File: config.mk
export PLATFORM = sky130hd
export DESIGN_NAME = ro_measure_sequencer_flat
export DESIGN_NICKNAME = d
export VERILOG_FILES = /design/src/rtl/ro_measure_sequencer_pkg.sv /design/src/rtl/ro_measure_sequencer_if.sv /design/src/rtl/ro_measure_sequencer_seq_timer.sv /design/src/rtl/ro_measure_sequencer.sv /design/src/flat_wrapper.sv
export SDC_FILE = /design/constraint.sdc
export NUM_CORES = 1
export LEC_CHECK = 0
export ABC_CLOCK_PERIOD_IN_PS = 4000
export CAP_MARGIN = 20
export CORE_MARGIN = 8
export CORE_UTILIZATION = 53
export DETAILED_ROUTE_END_ITERATION = 8
export GPL_ROUTABILITY_DRIVEN = 0
export PLACE_DENSITY = 0.9
export SYNTH_ARGS = -nofsm -noshare
export SYNTH_HDL_FRONTEND = slang
export SYNTH_HIERARCHICAL = 1
export SYNTH_SLANG_ARGS = --single-unit
File: constraint.sdc
create_clock -name clk -period 4 [get_ports clk]
set_input_delay 0.8 -clock clk [delete_from_list [all_inputs] [get_ports clk]]
set_output_delay 0.8 -clock clk [all_outputs]
set_load 0.005 [all_outputs]
File: src/rtl/ro_measure_sequencer_pkg.sv
// Shared encodings for the ring-oscillator measurement sequencer:
// UART command codes, oscillator configuration codes and the FSM states.
package ro_measure_sequencer_pkg;

  typedef enum logic [1:0] {
    CMD_NOP    = 2'b00,
    CMD_SINGLE = 2'b01,
    CMD_CONT   = 2'b10,
    CMD_STOP   = 2'b11
  } cmd_e;

  typedef enum logic [1:0] {
    OSC_INV  = 2'b00,
    OSC_NAND = 2'b01,
    OSC_ALT  = 2'b10,
    OSC_RSVD = 2'b11
  } osc_cfg_e;

  typedef enum logic [2:0] {
    ST_IDLE    = 3'd0,
    ST_SETTLE  = 3'd1,
    ST_CLEAR   = 3'd2,
    ST_GATE    = 3'd3,
    ST_CAPTURE = 3'd4,
    ST_EMIT    = 3'd5
  } state_e;

  // Largest of three cycle counts; sizes the shared duration timer.
  function automatic int max3(input int a, input int b, input int c);
    int m;
    m = a;
    if (b > m) m = b;
    if (c > m) m = c;
    return m;
  endfunction

endpackage

File: src/rtl/ro_measure_sequencer_if.sv
// Command and result channels between the UART side and the sequencer.
//
// Handshake: cmd_valid is a one-cycle strobe with no back-pressure; cmd and
// cfg_osc are only meaningful while it is high. The result channel is strict
// valid/ready: once res_valid rises, res_valid, res_data and res_osc hold
// steady until a cycle with res_valid && res_ready, which is the transfer.
// res_ready while res_valid is low has no effect.
interface ro_measure_sequencer_if #(
  parameter int ACC_W = 24
);
  logic             cmd_valid;
  logic [1:0]       cmd;
  logic [1:0]       cfg_osc;
  logic             res_valid;
  logic             res_ready;
  logic [ACC_W-1:0] res_data;
  logic             res_osc;

  // Host side: issues commands, consumes results.
  modport master (
    output cmd_valid, cmd, cfg_osc, res_ready,
    input  res_valid, res_data, res_osc
  );

  // Sequencer side: accepts commands, produces results.
  modport slave (
    input  cmd_valid, cmd, cfg_osc, res_ready,
    output res_valid, res_data, res_osc
  );
endinterface

File: src/rtl/ro_measure_sequencer_seq_timer.sv
// Loadable down-counter. Loading N-1 on the transition into a state makes
// done rise in that state's Nth cycle, so one timer serves every duration.
module ro_measure_sequencer_seq_timer #(
  parameter int W = 8
) (
  input  logic         clk,
  input  logic         reset,
  input  logic         load,
  input  logic [W-1:0] load_val,
  output logic         done
);

  logic [W-1:0] count_q;
  logic [W-1:0] count_d;

  // Next count: load wins, otherwise count down and park at zero.
  always_comb begin
    count_d = count_q;
    if (load) begin
      count_d = load_val;
    end else if (count_q != '0) begin
      count_d = count_q - W'(1);
    end
  end

  // Count register.
  always_ff @(posedge clk or negedge reset) begin
    if (!reset) begin
      count_q <= '0;
    end else begin
      count_q <= count_d;
    end
  end

  assign done = (count_q == '0);

endmodule

File: src/rtl/ro_measure_sequencer.sv
// Sequences one ring-oscillator temperature conversion: settle the selected
// oscillator, run 2^AVG_LOG2 gated count windows, sum the counts and hand
// the sum to the UART serializer. Supports single, continuous and
// oscillator-alternating operation. reset is active low.
module ro_measure_sequencer
  import ro_measure_sequencer_pkg::*;
#(
  parameter int CNT_W        = 16,
  parameter int ACC_W        = 24,
  parameter int AVG_LOG2     = 3,
  parameter int SETTLE_CYC   = 64,
  parameter int GATE_CYC     = 1000,
  parameter int CAPTURE_WAIT = 4
) (
  input  logic                    clk,
  input  logic                    reset,
  ro_measure_sequencer_if.slave   bus,
  input  logic [CNT_W-1:0]        cnt_value,
  output logic                    osc_en_inv,
  output logic                    osc_en_nand,
  output logic                    osc_sel,
  output logic                    cnt_clear,
  output logic                    cnt_en,
  output logic                    busy,
  output state_e                  dbg_state
);

  localparam int NSAMP   = 1 << AVG_LOG2;
  localparam int SW      = AVG_LOG2 + 1;
  localparam int MAX_CYC = max3(SETTLE_CYC, GATE_CYC, CAPTURE_WAIT);
  localparam int TW      = $clog2(MAX_CYC + 1);

  localparam logic [TW-1:0] SETTLE_LD  = TW'(SETTLE_CYC - 1);
  localparam logic [TW-1:0] GATE_LD    = TW'(GATE_CYC - 1);
  localparam logic [TW-1:0] CAPTURE_LD = TW'(CAPTURE_WAIT - 1);
  localparam logic [SW-1:0] LAST_SMP   = SW'(NSAMP - 1);

  // The sum of NSAMP full-scale counts must fit the accumulator.
  if (ACC_W < CNT_W + AVG_LOG2) begin : g_acc_width_check
    $error("ro_measure_sequencer: ACC_W must be >= CNT_W + AVG_LOG2");
  end

  state_e           state_q,   state_d;
  logic             cont_q,    cont_d;
  osc_cfg_e         mode_q,    mode_d;
  logic             osc_sel_q, osc_sel_d;
  logic [ACC_W-1:0] acc_q,     acc_d;
  logic [SW-1:0]    smp_q,     smp_d;

  logic             tmr_load;
  logic [TW-1:0]    tmr_val;
  logic             tmr_done;
  logic             is_start;
  logic             is_stop;
  logic             cont_eff;
  logic             running;

  ro_measure_sequencer_seq_timer #(.W(TW)) u_seq_timer (
    .clk      (clk),
    .reset    (reset),
    .load     (tmr_load),
    .load_val (tmr_val),
    .done     (tmr_done)
  );

  // Next-state, datapath updates and timer loads.
  always_comb begin
    state_d   = state_q;
    cont_d    = cont_q;
    mode_d    = mode_q;
    osc_sel_d = osc_sel_q;
    acc_d     = acc_q;
    smp_d     = smp_q;
    tmr_load  = 1'b0;
    tmr_val   = '0;
    cont_eff  = cont_q;
    is_start  = bus.cmd_valid && ((bus.cmd == CMD_SINGLE) || (bus.cmd == CMD_CONT));
    is_stop   = bus.cmd_valid && (bus.cmd == CMD_STOP);

    case (state_q)
      ST_IDLE: begin
        if (is_start) begin
          cont_d    = (bus.cmd == CMD_CONT);
          // The reserved code behaves like the inverter oscillator.
          mode_d    = (bus.cfg_osc == OSC_RSVD) ? OSC_INV : osc_cfg_e'(bus.cfg_osc);
          osc_sel_d = (bus.cfg_osc == OSC_NAND);
          acc_d     = '0;
          smp_d     = '0;
          tmr_load  = 1'b1;
          tmr_val   = SETTLE_LD;
          state_d   = ST_SETTLE;
        end
      end

      ST_SETTLE: begin
        if (is_stop) begin
          state_d = ST_IDLE;
        end else if (tmr_done) begin
          state_d = ST_CLEAR;
        end
      end

      ST_CLEAR: begin
        if (is_stop) begin
          state_d = ST_IDLE;
        end else begin
          tmr_load = 1'b1;
          tmr_val  = GATE_LD;
          state_d  = ST_GATE;
        end
      end

      ST_GATE: begin
        if (is_stop) begin
          state_d = ST_IDLE;
        end else if (tmr_done) begin
          tmr_load = 1'b1;
          tmr_val  = CAPTURE_LD;
          state_d  = ST_CAPTURE;
        end
      end

      ST_CAPTURE: begin
        if (is_stop) begin
          state_d = ST_IDLE;
        end else if (tmr_done) begin
          // Counter synchronizer has settled by the last wait cycle.
          acc_d   = acc_q + ACC_W'(cnt_value);
          smp_d   = smp_q + SW'(1);
          state_d = (smp_q == LAST_SMP) ? ST_EMIT : ST_CLEAR;
        end
      end

      ST_EMIT: begin
        // STOP here only cancels the follow-on conversion.
        cont_eff = cont_q && !is_stop;
        cont_d   = cont_eff;
        if (bus.res_ready) begin
          if (cont_eff) begin
            if (mode_q == OSC_ALT) begin
              osc_sel_d = ~osc_sel_q;
            end
            acc_d    = '0;
            smp_d    = '0;
            tmr_load = 1'b1;
            tmr_val  = SETTLE_LD;
            state_d  = ST_SETTLE;
          end else begin
            state_d = ST_IDLE;
          end
        end
      end

      default: begin
        state_d = ST_IDLE;
      end
    endcase
  end

  // Control and datapath registers.
  always_ff @(posedge clk or negedge reset) begin
    if (!reset) begin
      state_q   <= ST_IDLE;
      cont_q    <= 1'b0;
      mode_q    <= OSC_INV;
      osc_sel_q <= 1'b0;
      acc_q     <= '0;
      smp_q     <= '0;
    end else begin
      state_q   <= state_d;
      cont_q    <= cont_d;
      mode_q    <= mode_d;
      osc_sel_q <= osc_sel_d;
      acc_q     <= acc_d;
      smp_q     <= smp_d;
    end
  end

  // Outputs decoded from registered state only; the oscillator is powered
  // from SETTLE through CAPTURE and off while the result waits in EMIT.
  always_comb begin
    running       = (state_q == ST_SETTLE) || (state_q == ST_CLEAR) ||
                    (state_q == ST_GATE)   || (state_q == ST_CAPTURE);
    osc_en_inv    = running && !osc_sel_q;
    osc_en_nand   = running && osc_sel_q;
    osc_sel       = osc_sel_q;
    cnt_clear     = (state_q == ST_CLEAR);
    cnt_en        = (state_q == ST_GATE);
    busy          = (state_q != ST_IDLE);
    bus.res_valid = (state_q == ST_EMIT);
    bus.res_data  = acc_q;
    bus.res_osc   = osc_sel_q;
    dbg_state     = state_q;
  end

endmodule

File: src/flat_wrapper.sv
// flat-port wrapper written by rule: the top's interface ports become plain ports
module ro_measure_sequencer_flat import ro_measure_sequencer_pkg::*;
#(
  parameter int CNT_W        = 16,
  parameter int ACC_W        = 24,
  parameter int AVG_LOG2     = 3,
  parameter int SETTLE_CYC   = 64,
  parameter int GATE_CYC     = 1000,
  parameter int CAPTURE_WAIT = 4
)
  (clk, reset, cnt_value, osc_en_inv, osc_en_nand, osc_sel, cnt_clear, cnt_en, busy, dbg_state, bus_cmd_valid, bus_cmd, bus_cfg_osc, bus_res_ready, bus_res_valid, bus_res_data, bus_res_osc);
  ro_measure_sequencer_if #(.ACC_W(ACC_W)) bus_i ();
  input  logic clk;
  input  logic reset;
  input  logic [CNT_W-1:0] cnt_value;
  output logic osc_en_inv;
  output logic osc_en_nand;
  output logic osc_sel;
  output logic cnt_clear;
  output logic cnt_en;
  output logic busy;
  output state_e dbg_state;
  input wire logic [$bits(bus_i.cmd_valid)-1:0] bus_cmd_valid;
  input wire logic [$bits(bus_i.cmd)-1:0] bus_cmd;
  input wire logic [$bits(bus_i.cfg_osc)-1:0] bus_cfg_osc;
  input wire logic [$bits(bus_i.res_ready)-1:0] bus_res_ready;
  output wire logic [$bits(bus_i.res_valid)-1:0] bus_res_valid;
  output wire logic [$bits(bus_i.res_data)-1:0] bus_res_data;
  output wire logic [$bits(bus_i.res_osc)-1:0] bus_res_osc;
  assign bus_i.cmd_valid = bus_cmd_valid;
  assign bus_i.cmd = bus_cmd;
  assign bus_i.cfg_osc = bus_cfg_osc;
  assign bus_i.res_ready = bus_res_ready;
  assign bus_res_valid = bus_i.res_valid;
  assign bus_res_data = bus_i.res_data;
  assign bus_res_osc = bus_i.res_osc;
  ro_measure_sequencer #(.CNT_W(CNT_W), .ACC_W(ACC_W), .AVG_LOG2(AVG_LOG2), .SETTLE_CYC(SETTLE_CYC), .GATE_CYC(GATE_CYC), .CAPTURE_WAIT(CAPTURE_WAIT)) u_core (.clk(clk), .reset(reset), .bus(bus_i), .cnt_value(cnt_value), .osc_en_inv(osc_en_inv), .osc_en_nand(osc_en_nand), .osc_sel(osc_sel), .cnt_clear(cnt_clear), .cnt_en(cnt_en), .busy(busy), .dbg_state(dbg_state));
endmodule
Yosys cells after proc, flatten, opt, wreduce, memory -nomap -nowiden
Index checks and enable logic that the tools add are counted.
{"block": "totals", "reg_bits": 45, "out_inout_bits": 35}
{"block": "op_classes", "eq_ne": 21, "add_sub_neg": 3, "n_reduce_logical": 23, "muxes": 48, "n_bitwise": 1}
{"operator": "$mux W24", "count": 5}
{"operator": "$pmux W24 S3", "count": 1}
{"operator": "$mux W10", "count": 5}
{"operator": "$pmux W10 S4", "count": 1}
{"operator": "$mux W3", "count": 9}
{"operator": "$add A24 B16 Y24", "count": 1}
{"operator": "$mux W4", "count": 5}
{"operator": "$pmux W3 S6", "count": 1}
{"operator": "$mux W1", "count": 12}
{"operator": "$mux W6", "count": 2}
{"operator": "$pmux W4 S3", "count": 1}
{"operator": "$logic_not A10 Y1", "count": 1}
{"operator": "$reduce_and A5 Y1", "count": 2}
{"operator": "$reduce_bool A10 Y1", "count": 1}
{"operator": "$sub A10 B1 Y10 const B", "count": 1}
{"operator": "$ne A3 B1 Y1 const B", "count": 3}
{"operator": "$eq A2 B2 Y1 const B", "count": 4}
{"operator": "$ne A2 B1 Y1 const B", "count": 4}
{"operator": "$eq A3 B2 Y1 const B", "count": 2}
{"operator": "$eq A3 B3 Y1 const B", "count": 2}
{"operator": "$mux W2", "count": 3}
{"operator": "$reduce_and A6 Y1", "count": 1}
{"operator": "$reduce_bool A3 Y1", "count": 2}
{"operator": "$logic_and A1 B1 Y1", "count": 5}
{"operator": "13 further kinds", "count": 22}

Depth between registers and ports, before layout
{"block": "logic_depth", "ltp_word": 8, "depth_mapped": 12, "ltp_nobuf": 10}

Modules after synthesis
The synthesis kept the hierarchy.
{"module": "ro_measure_sequencer", "area_per_inst_um2": 2577.5, "cells_per_inst": 296, "instances": 1, "seq_area_each_um2": 875.8}
{"module": "ro_measure_sequencer_seq_timer", "area_per_inst_um2": 620.6, "cells_per_inst": 68, "instances": 1, "seq_area_each_um2": 250.2}

Least setup slack after synthesis
OpenSTA, ideal clock, no wires.
{"block": "synth_timing", "path_kind": "register -> register", "from": "reg u_core.u_seq_timer.count_q[0]", "to": "reg u_core.acc_q[18], in the netlist u_core/bus.res_data[18]", "setup_slack_ns": 0.927, "arrival_ns": 2.940, "path_stages_with_launch": 13, "period_less_slack_ns": 3.073, "path_cell_list": "dfrtp_1 > inv_1 > ha_1 > or3b_1 > clkbuf_1 > nor3_1 > a31oi_1 > o31ai_2 > o21ai_2 > buf_6 > nor4_1 > xnor2_1 > nor2_1"}
{"block": "synth_via", "elab_chain_cells": 3}
{"element": "start: declaration", "line_no": "ro_measure_sequencer_seq_timer.sv:13", "source": "logic [W-1:0] count_q;"}
{"element": "start signal: assignment", "line_no": "ro_measure_sequencer_seq_timer.sv:31", "source": "count_q <= count_d;"}
{"element": "$logic_not A10 Y1", "line_no": "ro_measure_sequencer_seq_timer.sv:35", "source": "assign done = (count_q == '0);"}
{"element": "via u_core.tmr_done", "line_no": "ro_measure_sequencer.sv:52", "source": "logic tmr_done;"}
{"element": "$ne A2 B1 Y1 (no line)"}
{"element": "$reduce_and A6 Y1 (no line)"}
{"element": "end signal: assignment", "line_no": "ro_measure_sequencer.sv:167", "source": "acc_q <= '0;"}
{"element": "end signal: assignment", "line_no": "ro_measure_sequencer.sv:174", "source": "acc_q <= acc_d;"}
{"element": "end: declaration", "line_no": "ro_measure_sequencer.sv:47", "source": "logic [ACC_W-1:0] acc_q, acc_d;"}
The timed path passes the listed nets, and every way through them passes these cells.
A chain may end at the register's enable or synchronous reset.

Worst setup path in the final report
{"block": "layout_timing", "from": "in cnt_value[0]", "to": "reg u_core.acc_q[22], in the netlist u_core/bus.res_data[22]"}
{"block": "layout_via", "elab_chain_cells": 4}
{"element": "start: declaration", "line_no": "flat_wrapper.sv:15", "source": "input logic [CNT_W-1:0] cnt_value;"}
{"element": "$add A24 B16 Y24", "line_no": "ro_measure_sequencer.sv:128", "source": "acc_d = acc_q + ACC_W'(cnt_value);"}
{"element": "$mux W24", "line_no": "ro_measure_sequencer.sv:126", "source": "end else if (tmr_done) begin"}
{"element": "$mux W24", "line_no": "ro_measure_sequencer.sv:124", "source": "if (is_stop) begin"}
{"element": "$pmux W24 S3", "line_no": "ro_measure_sequencer.sv:80", "source": "case (state_q)"}
No other way between the ends. The select of a mux whose other input is x is not followed.

==> out/metrics.yaml <==
global_route:
  grt.total_usage_pct: 18.8
  grt_max_degree: 46
  overflow: 0
  grt_pass1_wl_microns: 13700
  grt_pass1_vias: 2941
  antenna_found_initial: 0
cells_and_area:
  stdcell_count: 491
  layout-drive-gt1-share_pct: 7.21
  multi_input_area_sq_um: 1920
  final_util_pct: 66.8
  ff_latch_area_sq_um: 1130
  fillers: 494
  insertedDiodeCount: 0
  final_net_count: 461
  area.growth.synth_to_final_pct: 22.9
  design_area_sq_um: 3930
yosys:
  netlist_top_cells_area: "dfrtp_1 35%, ha_1 7.8%, o21ai_0 5.3%, nand2_1 5.3%, xnor2_1 4.4%"
  synth_area_sq_um: 3200
  synth_edf_count: 0
  ys_types: 64
  ys_seq_area_share_pct: 35.2
  synth_ff_type: "dfrtp_1"
  ys_async_sr_fraction_pct: 100
  ys_ff_latch: 45
  syn_avg_cell_area_sq_um: 8.79
  yosysTopAreaCellShare_pct: 35.2
  syn-num-nets: 409
  yosysWarnings: 6
  yosysTopAreaCell: "dfrtp_1"
  syn_inst: 364
power_and_ir_drop:
  p_leak_nw: 1.64
  p_per_area_nw_per_um2: 402
  vdd_ir_drop_max_mv: 0.225
clock_network:
  cts_buffers: 5
  cts_resized: 0
  cts_sinks: 45
  cts-root-buf: "clkbuf_8"
  cts_htree_levels: 2
  path_clk_slew_ps: 90
  insertion_delay_ps: 300
  ctsHoldBuffers: 0
  clk_path_buf_depth: 2
  tritoncts: "built"
  post_cts_buffers: 0
sta:
  max_freq_mhz: 324
  fin_skew_ps: 4.70
  finalMaxSlewViolations: 0
  period_minus_slack_ps: 3090
  finalSetupTns_ps: 0
  setup_violations: 0
  hold_violations: 0
  rsz0062_at_grt: "false"
  period_share_pct: 77.1
  worstMarginPinSlew_ps: 722
  max_slew_margin_pct: 51.9
floorplanning:
  coreArea_sq_um: 5890
  dieArea_sq_um: 8780
  die_height_microns: 93.7
  num_io_pins: 59
  start_util_pct: 54.3
  die_x_microns: 93.7
  rows: 28
drt:
  viasPerCell: 6.01
  drc: 0
  via_count: 2952
  drt_wl_total_microns: 7940
  ant_nets: 0
  wire_per_inst_microns: 16.2
  first_pass_iters: 5
  drtIter0Drc: 179
critical_path:
  crit_chain: "clkdlybuf4s50_1 -> ha_1 -> fa_1 -> a21o_1 -> a311oi_1 -> nor2_1 -> a31oi_1 -> a2111oi_2 -> xnor2_1 -> nor2_1"
  cp_top_family: "compound AO/OA/AOI/OAI gates"
  rrSetupSlack_ps: 960
  setup.worst_path.start_class: "input pin"
  cp_slowest_cell: "fa_1"
  r2r_end: "u_core/bus.res_data[18]"
  crit_required_ps: 4180
  path_max_fanout: 4
  worstPathArrival_ps: 3270
  crit_type: "in -> reg"
  cp_num_buf_inv: 1
  timing.critical_path.from: "cnt_value[0]"
  cpPeakStageDelay_ps: 410
  cpMostUsedCell: "nor2_1"
  reg2reg_depth: 11
  cp-end-kind: "register"
  reg2reg_from: "u_core/u_seq_timer/count_q[0]"
placement:
  port_buffers: 58
  dp.cells: 483
  post-dp-hpwl_microns: 5810
  placed_cell_area_sq_um: 3800
job:
  cap_viol_max_count: 0
worst_hold_path:
  min_path_type: "in -> async"
outcome:
  outcome: "completed"
-- cell usage in the layout (no fill, tap or decap), types with 3 or more instances in the layout --
| cell | netlist | final |
|---|---|---|
| nor3b_1 | 4 | 4 |
| clkbuf_8 | 0 | 5 |
| dfrtp_1 | 45 | 45 |
| a22o_1 | 4 | 4 |
| nand3_1 | 9 | 9 |
| inv_1 | 13 | 13 |
| ha_1 | 20 | 20 |
| a31o_2 | 3 | 3 |
| a31oi_1 | 5 | 5 |
| a21oi_1 | 17 | 17 |
| nor2b_1 | 8 | 8 |
| nand2_1 | 45 | 45 |
| nand2b_1 | 3 | 3 |
| a21o_1 | 3 | 3 |
| buf_4 | 5 | 4 |
| o21ai_0 | 34 | 34 |
| a21o_2 | 4 | 4 |
| nor2_1 | 25 | 25 |
| nor4_1 | 9 | 9 |
| o31ai_1 | 7 | 7 |
| clkdlybuf4s50_1 | 0 | 57 |
| or3_1 | 4 | 4 |
| xor2_1 | 6 | 6 |
| o21a_1 | 4 | 4 |
| nand3b_1 | 4 | 4 |
| xnor2_1 | 16 | 16 |
| nand4_1 | 3 | 3 |
| a211oi_1 | 6 | 6 |
| nor3_1 | 6 | 6 |
-- area by class of cell --
type / count / area share (%)
Multi-Input combinational cell: 288 / 49.0
Sequential cell: 45 / 28.7
Timing Repair Buffer: 63 / 16.1
Tap cell: 75 / 2.39
Clock buffer: 5 / 1.75
Inverter: 13 / 1.24
Clock inverter: 2 / 0.891
-- state kept, by name, summed over array words and instances, names as in the netlist --
name,count
u_core/mode_q,2
u_core/bus.res_osc,1
u_core/smp_q,4
u_core/bus.res_data,24
u_core/dbg_state,3
u_core/u_seq_timer/count_q,10
u_core/cont_q,1
-- worst max-delay path by stage --
stage | to | slack, ps | depth (start not counted)
6_report | u_core/bus.res_data[22] | 910 | 10
5_1_grt | u_core/bus.res_data[22] | 720 | 10
4_1_cts | u_core/bus.res_data[22] | 940 | 10
3_5_place_dp | u_core/bus.res_data[22] | 640 | 10
3_3_place_gp | u_core/bus.res_data[22] | 700 | 10
2_1_floorplan | u_core/bus.res_data[18] | 930 | 12
-- kinds of logic (layout without fill, tap and decap cells) --
kind of cell	after synthesis	count (layout)	share of synthesized area, %
xor gates and xnor gates	22	22	6.02
buffers and inverters	31	83	4.62
muxes	1	1	0.313
AOI/OAI and AO/OA	107	107	23.2
DFF	45	45	35.2
and+or+nand+nor	137	137	22.2
adders and majority gates	21	21	8.45
-- worst register-to-register path, delay by kind of cell (launching register included) --
family	cells	cell delay, ps
xor+xnor	1	160
flops	1	440
compound gates	3	620
buf+inv	2	320
fa+ha+maj	1	200
simple gates	4	1190
-- metrics by stage --
step / worst slack, ps / power, mW / hold slack (ps)
2_1_floorplan: 927 / 1.04 / 441
3_3_place_gp: 705 / 1.22 / 458
3_5_place_dp: 639 / 1.24 / 474
4_1_cts: 938 / 1.58 / 493
5_1_grt: 719 / 1.69 / 525
6_report: 915 / 1.58 / 493
-- synth_stat cells, drive strengths merged, types with 7 or more instances --
cell type	number
a211oi	7
a21o	7
a21oi	17
buf	9
clkbuf	9
dfrtp	45
ha	20
inv	13
nand2	45
nand3	10
nor2	26
nor2b	8
nor4	9
o21ai	35
o31ai	8
xnor2	16
-- per-layer routing --
layer	vias up	part of all wire (%)	global-route usage [%]
met2	109	49	30.5
met3	15	6.2	3.68
li1	1422	-	-
met4	0	2.1	7.53
met1	1406	43	23.9
met5	-	0	0
-- power by group --
group / switching [mW] / internal (mW)
registers: 0.116 / 0.538
logic: 0.290 / 0.294
clock network: 0.158 / 0.182
No activity file was read; power rests on OpenSTA's default activity.
